### config.mk
export PLATFORM = sky130hd
export DESIGN_NAME = unidade_pc_quantum_flat
export DESIGN_NICKNAME = d
export VERILOG_FILES = /design/src/rtl/pc_pkg.sv /design/src/rtl/unidade_pc_quantum_if.sv /design/src/rtl/unidade_pc_quantum_contador.sv /design/src/rtl/unidade_pc_quantum.sv /design/src/flat_wrapper.sv
export SDC_FILE = /design/constraint.sdc
export NUM_CORES = 1
export LEC_CHECK = 0
export CAP_MARGIN = 25
export CORE_ASPECT_RATIO = 1.75
export CORE_MARGIN = 4
export CORE_UTILIZATION = 30
export DETAILED_ROUTE_END_ITERATION = 16
export SYNTH_ARGS = -nofsm -noshare
export SYNTH_HDL_FRONTEND = slang
export SYNTH_HIERARCHICAL = 1
export SYNTH_SLANG_ARGS = --single-unit
### constraint.sdc
create_clock -name clock -period 5.4 [get_ports clock]
set_clock_uncertainty 0.1 [all_clocks]
set_input_delay 0.81 -clock clock [delete_from_list [all_inputs] [get_ports clock]]
set_output_delay 0.81 -clock clock [all_outputs]
set_load 0.05 [all_outputs]
### src/rtl/pc_pkg.sv
// Shared definitions for the program-counter stage: state encoding and default datapath width.
// Imported by the interface, the quantum counter and the top.
package pc_pkg;

  localparam int LARGURA_PADRAO = 32;

  typedef enum logic [1:0] {
    EXECUTA   = 2'd0,
    ESPERA_IN = 2'd1,
    PARADO    = 2'd2
  } estado_t;

endpackage

### src/rtl/unidade_pc_quantum_if.sv
// Control-unit/PC-stage bundle: decoded instruction controls in, PC and commit status out.
// The master side is the control unit (or a bench standing in for it).
interface unidade_pc_quantum_if
  import pc_pkg::*;
#(
  parameter int LARGURA = LARGURA_PADRAO
);

  logic               jump;
  logic [LARGURA-1:0] jumpE;
  logic               halt;
  logic               escreverIn;
  logic               confirmaIn;
  logic               continuar;
  logic               escreverQuantum;
  logic [LARGURA-1:0] quantum;
  logic [LARGURA-1:0] pc;
  logic [LARGURA-1:0] pcSalvo;
  logic               habilitaEscrita;
  logic               preempcao;
  logic               parado;

  modport master (
    output jump, jumpE, halt, escreverIn, confirmaIn, continuar, escreverQuantum, quantum,
    input  pc, pcSalvo, habilitaEscrita, preempcao, parado
  );

  modport slave (
    input  jump, jumpE, halt, escreverIn, confirmaIn, continuar, escreverQuantum, quantum,
    output pc, pcSalvo, habilitaEscrita, preempcao, parado
  );

endinterface

### src/rtl/unidade_pc_quantum_contador.sv
// Preemption quantum counter: loads on QTM, counts committed instructions down, flags expiry.
// A value of zero means preemption is disabled.
module contador_quantum
  import pc_pkg::*;
#(
  parameter int LARGURA = LARGURA_PADRAO
) (
  input  logic               clock,
  input  logic               reset,
  input  logic               commit,
  input  logic               escreverQuantum,
  input  logic [LARGURA-1:0] quantum,
  output logic               expira
);

  localparam logic [LARGURA-1:0] UM = LARGURA'(1);

  logic [LARGURA-1:0] contQ;

  // A load wins over the decrement, so the QTM instruction itself can never trigger expiry.
  always_ff @(posedge clock or negedge reset) begin
    if (!reset) begin
      contQ <= '0;
    end else if (commit) begin
      if (escreverQuantum) begin
        contQ <= quantum;
      end else if (contQ != '0) begin
        contQ <= contQ - UM;
      end
    end
  end

  assign expira = commit && (contQ == UM) && !escreverQuantum;

endmodule

### src/rtl/unidade_pc_quantum.sv
// Program-counter stage: holds PC, stalls on HLT and IN, and redirects to the OS vector when
// the quantum expires. habilitaEscrita is the commit strobe that gates RF/memory writes.
module unidade_pc_quantum
  import pc_pkg::*;
#(
  parameter int                 LARGURA    = LARGURA_PADRAO,
  parameter logic [LARGURA-1:0] PC_INICIAL = '0,
  parameter logic [LARGURA-1:0] VETOR_SO   = '0
) (
  input logic                  clock,
  input logic                  reset,
  unidade_pc_quantum_if.slave  bus
);

  localparam logic [LARGURA-1:0] UM = LARGURA'(1);

  estado_t            estado;
  estado_t            estadoProx;
  logic               commit;
  logic               expira;
  logic [LARGURA-1:0] alvo;
  logic [LARGURA-1:0] pcReg;
  logic [LARGURA-1:0] pcSalvoReg;
  logic               preempcaoReg;
  logic               paradoReg;

  contador_quantum #(
    .LARGURA(LARGURA)
  ) u_contador (
    .clock          (clock),
    .reset          (reset),
    .commit         (commit),
    .escreverQuantum(bus.escreverQuantum),
    .quantum        (bus.quantum),
    .expira         (expira)
  );

  // Commit happens in the cycle the instruction completes: immediately in EXECUTA,
  // or in the confirmaIn cycle for an IN; HLT never commits.
  always_comb begin
    estadoProx = estado;
    commit     = 1'b0;
    unique case (estado)
      EXECUTA: begin
        if (bus.halt) begin
          estadoProx = PARADO;
        end else if (bus.escreverIn) begin
          estadoProx = ESPERA_IN;
        end else begin
          commit = 1'b1;
        end
      end
      ESPERA_IN: begin
        if (bus.confirmaIn) begin
          commit     = 1'b1;
          estadoProx = EXECUTA;
        end
      end
      PARADO: begin
        if (bus.continuar) begin
          estadoProx = EXECUTA;
        end
      end
      default: estadoProx = EXECUTA;
    endcase
  end

  assign alvo = bus.jump ? bus.jumpE : pcReg + UM;

  always_ff @(posedge clock or negedge reset) begin
    if (!reset) begin
      estado    <= EXECUTA;
      paradoReg <= 1'b0;
    end else begin
      estado    <= estadoProx;
      paradoReg <= (estadoProx == PARADO);
    end
  end

  // On expiry the would-be next PC becomes the return address and fetch goes to the OS.
  always_ff @(posedge clock or negedge reset) begin
    if (!reset) begin
      pcReg        <= PC_INICIAL;
      pcSalvoReg   <= '0;
      preempcaoReg <= 1'b0;
    end else begin
      preempcaoReg <= 1'b0;
      if (commit) begin
        if (expira) begin
          pcReg        <= VETOR_SO;
          pcSalvoReg   <= alvo;
          preempcaoReg <= 1'b1;
        end else begin
          pcReg <= alvo;
        end
      end else if (estado == PARADO && bus.continuar) begin
        pcReg <= pcReg + UM;
      end
    end
  end

  assign bus.pc              = pcReg;
  assign bus.pcSalvo         = pcSalvoReg;
  assign bus.habilitaEscrita = commit;
  assign bus.preempcao       = preempcaoReg;
  assign bus.parado          = paradoReg;

endmodule

### src/flat_wrapper.sv
// flat-port wrapper written by rule: the top's interface ports become plain ports
module unidade_pc_quantum_flat import pc_pkg::*;
#(
  parameter int                 LARGURA    = LARGURA_PADRAO,
  parameter logic [LARGURA-1:0] PC_INICIAL = '0,
  parameter logic [LARGURA-1:0] VETOR_SO   = '0
)
  (clock, reset, bus_jump, bus_jumpE, bus_halt, bus_escreverIn, bus_confirmaIn, bus_continuar, bus_escreverQuantum, bus_quantum, bus_pc, bus_pcSalvo, bus_habilitaEscrita, bus_preempcao, bus_parado);
  unidade_pc_quantum_if #(.LARGURA(LARGURA)) bus_i ();
  input logic clock;
  input logic reset;
  input wire logic [$bits(bus_i.jump)-1:0] bus_jump;
  input wire logic [$bits(bus_i.jumpE)-1:0] bus_jumpE;
  input wire logic [$bits(bus_i.halt)-1:0] bus_halt;
  input wire logic [$bits(bus_i.escreverIn)-1:0] bus_escreverIn;
  input wire logic [$bits(bus_i.confirmaIn)-1:0] bus_confirmaIn;
  input wire logic [$bits(bus_i.continuar)-1:0] bus_continuar;
  input wire logic [$bits(bus_i.escreverQuantum)-1:0] bus_escreverQuantum;
  input wire logic [$bits(bus_i.quantum)-1:0] bus_quantum;
  output wire logic [$bits(bus_i.pc)-1:0] bus_pc;
  output wire logic [$bits(bus_i.pcSalvo)-1:0] bus_pcSalvo;
  output wire logic [$bits(bus_i.habilitaEscrita)-1:0] bus_habilitaEscrita;
  output wire logic [$bits(bus_i.preempcao)-1:0] bus_preempcao;
  output wire logic [$bits(bus_i.parado)-1:0] bus_parado;
  assign bus_i.jump = bus_jump;
  assign bus_i.jumpE = bus_jumpE;
  assign bus_i.halt = bus_halt;
  assign bus_i.escreverIn = bus_escreverIn;
  assign bus_i.confirmaIn = bus_confirmaIn;
  assign bus_i.continuar = bus_continuar;
  assign bus_i.escreverQuantum = bus_escreverQuantum;
  assign bus_i.quantum = bus_quantum;
  assign bus_pc = bus_i.pc;
  assign bus_pcSalvo = bus_i.pcSalvo;
  assign bus_habilitaEscrita = bus_i.habilitaEscrita;
  assign bus_preempcao = bus_i.preempcao;
  assign bus_parado = bus_i.parado;
  unidade_pc_quantum #(.LARGURA(LARGURA), .PC_INICIAL(PC_INICIAL), .VETOR_SO(VETOR_SO)) u_core (.clock(clock), .reset(reset), .bus(bus_i));
endmodule
==> impl_metrics.ini, run 1 <==
[final_layout]
n_fill_cell = 2135
syn_to_final_growth_pct = 29.1
fin_cells = 1100
multiInputGateArea_mm2 = 0.00359
diodes = 0
final_net_count = 919
drive_gt1_share_pct = 7.90
seqCellArea_mm2 = 0.00250

[sta]
report.final.slew_viol_count = 0
max_slew_margin_pct = 23.4
setup_viol = 0
hold_viol = 0
fin_ws_ns = 1.54
rsz0062_at_grt = false
post-route-period-util_pct = 71.5
finalSetupTns_ns = 0
fin_crit_ns = 3.86
fmax_mhz = 259
tightestPinTransition_ns = 1.13

[place]
io_buffers = 138
pre_cts_slack_ns = 1.55
place_inst = 1084
hpwl_mm = 18.4
gp_congestion = 1.02

[route]
num_vias = 6468
drt_iter0_drc = 435
drt_pass1_iterations = 7
via_per_inst = 5.88
ant_nets = 0
drc = 0
drt-total-wl_mm = 24.7
wl_per_cell_um = 22.5

[critical_path]
reg2regPathDepth = 9
crit_path_end_kind = output port
timing.rr.start = u_core/u_contador/contQ[16]$_DFFE_PN0P_
critPathMaxFanout = 10
r2r-end = u_core/bus.pc[26]$_DFFE_PN0P_
critPathLaunchType = primary input
crit_required_ns = 4.49
rrSetupSlack_ns = 1.78
worstPathArrival_ns = 2.95
path_class = in -> out

[floorplanning]
core_area_mm2 = 0.0209
fp-row-count = 70
dieArea_mm2 = 0.0239
die_height_um = 201
die_w_um = 119
io_pins = 139
start_util_pct = 30.6

[pwr]
finalPower_mw = 3.79
power_leakage_nw = 3.06
peakVddDrop_uv = 186
power.density_mw_per_mm2 = 458

[synthesis]
seq_area_frac_synth_pct = 39.0
synth_common_cells = dfrtp_1, nand2_1, o21ai_0
synth_area_leaders = dfrtp_1, o21ai_0, nand2_1, nor2_1, xnor2_1
synth.most_common_cell = dfrtp_1
synth_ff_type = dfrtp_1
synth-edff-count = 0
synth_seq_cells = 100
syn-num-nets = 811
syn_area_per_cell_um2 = 8.71
synth_cell_type_count = 85
synth_cells = 736
async_flop_share_pct = 100
ys_warn_count = 6
synth_area_mm2 = 0.00641
netlist.area_leader.share_pct = 39.0
yosysTopAreaCell = dfrtp_1

[clock_tree]
cts.root.buffer_cell = clkbuf_16
cts_num_sinks = 100
cts_tree = done
cts_resized = 0
clk_latency_ns = 0.36
clockBufferDepth = 2
cts-htree-levels = 3
cts_setup_buffers = 0
clkTransAtPathRegs_ns = 0.07
hold_buffers = 0
cts_made_buffers = 9

[worst_hold_path]
hold_depth = 2
whs_endpoint = u_core/bus.pcSalvo[13]$_DFFE_PN0P_
hold_path.class = reg -> reg
min-delay-start = u_core/bus.pcSalvo[13]$_DFFE_PN0P_

[grt]
grt_pass1_wl_mm = 37.7
grt_antenna_before_repair = 0
grt_use_total_pct = 20.5
grt_overflow_total = 0
grt_max_degree = 66
grt_pass1_vias = 6323

[run]
cap_violations = 0

[outcome]
status = finished clean
==> registers in the layout (all words and copies together), names as in the netlist <==
name                     flops
u_core/bus.pc               32
u_core/estado                2
u_core/u_contador/contQ     32
u_core/bus.parado            1
u_core/bus.preempcao         1
u_core/bus.pcSalvo          32
==> per-stage QoR <==
stage	hold slack (ns)	cell area (um2)	util [%]
floorplan	0.381	6410	-
global placement	0.357	7930	37.9
detailed placement	0.359	7930	37.9
CTS	0.376	8270	39.5
global route	0.393	8280	39.5
finish	0.372	8280	39.5
==> area by class of cell <==
type | instances | share of cell area, %
clock buffers | 10 | 2.89
clock inverters | 5 | 1.30
inverters | 15 | 0.741
multi-input cells | 568 | 43.4
flip-flops and latches | 100 | 30.2
well taps | 252 | 3.81
repair buffers | 150 | 17.7
==> cells in the final DEF, fill, tap and decap left out, types with 11 or more instances in the layout <==
cell type	netlist	final
nand3_1	26	26
o21ai_0	63	63
mux2i_1	11	11
inv_1	11	11
clkdlybuf4s50_1	0	136
nand4_1	18	18
nor4_1	23	22
o2bb2ai_1	12	12
buf_4	3	12
nand2_1	79	78
a22oi_1	14	14
nor3_1	30	30
nor2_1	60	60
xor2_1	11	11
a21oi_1	31	31
o22ai_1	19	19
xnor2_1	22	22
dfrtp_1	100	100
==> worst max-delay path by stage <==
| stage | start | cells after the start | end | slack, ns |
|---|---|---|---|---|
| after global placement | bus_escreverIn | 5 | bus_habilitaEscrita | 1.58 |
| after global routing | bus_escreverIn | 5 | bus_habilitaEscrita | 1.47 |
| after CTS | bus_escreverIn | 5 | bus_habilitaEscrita | 1.54 |
| after detailed placement | bus_halt | 5 | bus_habilitaEscrita | 1.55 |
| final | bus_escreverIn | 5 | bus_habilitaEscrita | 1.54 |
| after floorplan | bus_escreverIn | 16 | u_core/bus.pc[21]$_DFFE_PN0P_ | 1.33 |
==> cells by family after synthesis <==
group	count (synthesis)	share of synthesized area [%]
buffers and inverters	68	5.23
AND/OR/NAND/NOR	303	25.6
AO/OA/AOI/OAI	216	22.9
adder cells (fa/ha/maj)	3	0.586
flip-flops	100	39.0
multiplexers	13	2.07
XOR/XNOR	33	4.51
==> power breakdown <==
| part | switching [mW] | leakage (nW) | total [mW] | internal [mW] |
|---|---|---|---|---|
| Clock | 0.310 | 0.169 | 0.776 | 0.466 |
| Combinational | 1.00 | 1.62 | 1.61 | 0.604 |
| Sequential | 0.433 | 1.28 | 1.40 | 0.970 |
| Total | 1.75 | 3.06 | 3.79 | 2.04 |
==> critical path, stage by stage <==
cell and delay, ns:
clkdlybuf4s50_1 0.42, or3_4 0.41, a21o_4 0.27, inv_2 0.19
clkdlybuf4s50_1 0.85
==> metal layers <==
layer / vias up / share of wire [%] / GRT usage, %
li1: 2975 / - / -
met5: - / 0 / 0
met3: 78 / 5.1 / 3.32
met1: 3134 / 35 / 21.2
met2: 281 / 54 / 38.0
met4: 0 / 6.5 / 12.5
Note: power is estimated with default switching activity, not from simulation.
==> run 2: changes to the inputs <==
- clock period: 5.4 -> 3.3 ns (I/O delays scaled with it)
==> impl_metrics.ini, run 2 (same netlist as run 1, synthesis figures left out) <==
[sta]
max_slew_margin_pct = 30.5
hold_viol = 0
post-route-period-util_pct = 92.3
setup_viol = 0
finalSetupTns_ns = 0
tightestPinTransition_ns = 1.04
rsz0062_at_grt = false
fin_crit_ns = 3.05
hold_ws_ns = 0.103
fmax_mhz = 328
report.final.slew_viol_count = 0

[place]
gp_congestion = 0.937
hpwl_mm = 18.9
postPlaceCellArea_mm2 = 0.00816
io_buffers = 138
place_inst = 1111

[pwr]
peakVddDrop_uv = 319
power_leakage_nw = 3.19
power.density_mw_per_mm2 = 726

[critical_path]
crit_path_end_kind = flop
cp_slowest_stage_delay_ns = 0.41
reg2regPathDepth = 11
timing.rr.start = u_core/u_contador/contQ[16]$_DFFE_PN0P_
slowest_stage = clkdlybuf4s50_1
critPathMaxFanout = 12
path_class = in -> reg
r2r-end = u_core/bus.pc[16]$_DFFE_PN0P_
worstPathCellList = clkdlybuf4s50_1 -> or3_4 -> a21o_4 -> inv_2 -> nand2_1 -> nor4_4 -> nor2_1 -> a211oi_2 -> buf_4 -> a31oi_1 -> o21ai_0 -> o311ai_0
crit_required_ns = 3.41
rrSetupSlack_ns = 0.27
critPathLaunchType = primary input
worstPathArrival_ns = 3.16

[final_layout]
syn_to_final_growth_pct = 31.9
multiInputGateArea_mm2 = 0.00360
drive_gt1_share_pct = 10.8
diodes = 0
layout_commonest_cell = clkdlybuf4s50_1
final_net_count = 945
n_fill_cell = 2143
fin_cells = 1126
seqCellArea_mm2 = 0.00250
final_cell_mix = clkdlybuf4s50_1, dfrtp_1, nand2_1
postLayoutCellArea_mm2 = 0.00845

[grt]
grt_use_met3_pct = 3.49
grt.busiest_layer = met2
grt_max_degree = 66
use_met1_pct = 21.1
grt_antenna_before_repair = 0
grt_use_total_pct = 20.6
grt_pass1_vias = 6600
grt_overflow_total = 0
grt_pass1_wl_mm = 38.3
met2_usage_pct = 38.7

[floorplanning]
die_w_um = 119
fp-row-count = 70
io_pins = 139
dieArea_mm2 = 0.0239
die_height_um = 201
core_area_mm2 = 0.0209
start_util_pct = 30.6

[clock_tree]
cts_num_sinks = 100
cts_made_buffers = 9
clkTransAtPathRegs_ns = 0.08
cts_tree = done
hold_buffers = 0
clk_latency_ns = 0.36
cts-htree-levels = 3
clockBufferDepth = 2
cts.root.buffer_cell = clkbuf_16

[worst_hold_path]
hold_path.class = in -> async

[route]
drt-total-wl_mm = 25.1
drc = 0
drt_pass1_iterations = 6
wl_per_cell_um = 22.3
num_vias = 6561
drt_iter0_drc = 457
ant_nets = 0
via_per_inst = 5.83

[run]
cap_violations = 0

[outcome]
status = finished clean
[run 2: routing by layer]
| metal | wire length, um | up-vias | share of wire [%] |
|---|---|---|---|
| met5 | 0 | - | 0 |
| met4 | 1450 | 0 | 5.8 |
| met3 | 1530 | 79 | 6.1 |
| met2 | 13400 | 331 | 53 |
| met1 | 8750 | 3123 | 35 |
| li1 | - | 3028 | - |
[run 2: critical path: cells and delay by family]
kind	cells	cell delay, ns
buffers and inverters	3	0.71
and+or+nand+nor	4	1.06
AOI/OAI and AO/OA	5	0.87
[run 2: layout make-up]
type | count | share of cell area, %
Tap cell | 252 | 3.73
Multi-Input combinational cell | 568 | 42.6
Clock buffer | 10 | 2.71
Inverter | 15 | 0.725
Clock inverter | 5 | 0.710
Timing Repair Buffer | 176 | 19.9
Sequential cell | 100 | 29.6
[run 2: worst max-delay path by stage]
| stage | start | to | slack (ns) |
|---|---|---|---|
| after floorplan | bus_escreverIn | u_core/bus.pc[21]$_DFFE_PN0P_ | 0.004 |
| after global placement | bus_escreverIn | u_core/bus.pc[16]$_DFFE_PN0P_ | 0.07 |
| after detailed placement | bus_escreverIn | u_core/bus.pc[16]$_DFFE_PN0P_ | -0.02 |
| after CTS | u_core/u_contador/contQ[12]$_DFFE_PN0P_ | u_core/bus.pc[16]$_DFFE_PN0P_ | 0.19 |
| after global routing | u_core/u_contador/contQ[23]$_DFFE_PN0P_ | u_core/bus.pc[16]$_DFFE_PN0P_ | 0.003 |
| final | bus_escreverIn | u_core/bus.pc[16]$_DFFE_PN0P_ | 0.25 |
[run 2: power by group]
part | switching (mW) | internal, mW | total, mW
combinational | 1.73 | 1.07 | 2.79
sequential | 0.663 | 1.59 | 2.25
clock | 0.508 | 0.590 | 1.10
total | 2.90 | 3.24 | 6.14
[run 2: per-stage QoR]
stage               utilization [%]  worst slack (ns)  power, mW
CTS                            40.3             0.187       6.16
finish                         40.4             0.253       6.14
floorplan                         -           0.00420       3.94
detailed placement             39.0           -0.0217       5.04
global placement               39.0            0.0680       5.02
global route                   40.4           0.00333       6.47
[run 2: what timing repair did]
action	4_1_cts	5_1_grt
setup endpoints to repair	0	8
setup buffers	0	0
resized for setup	0	1
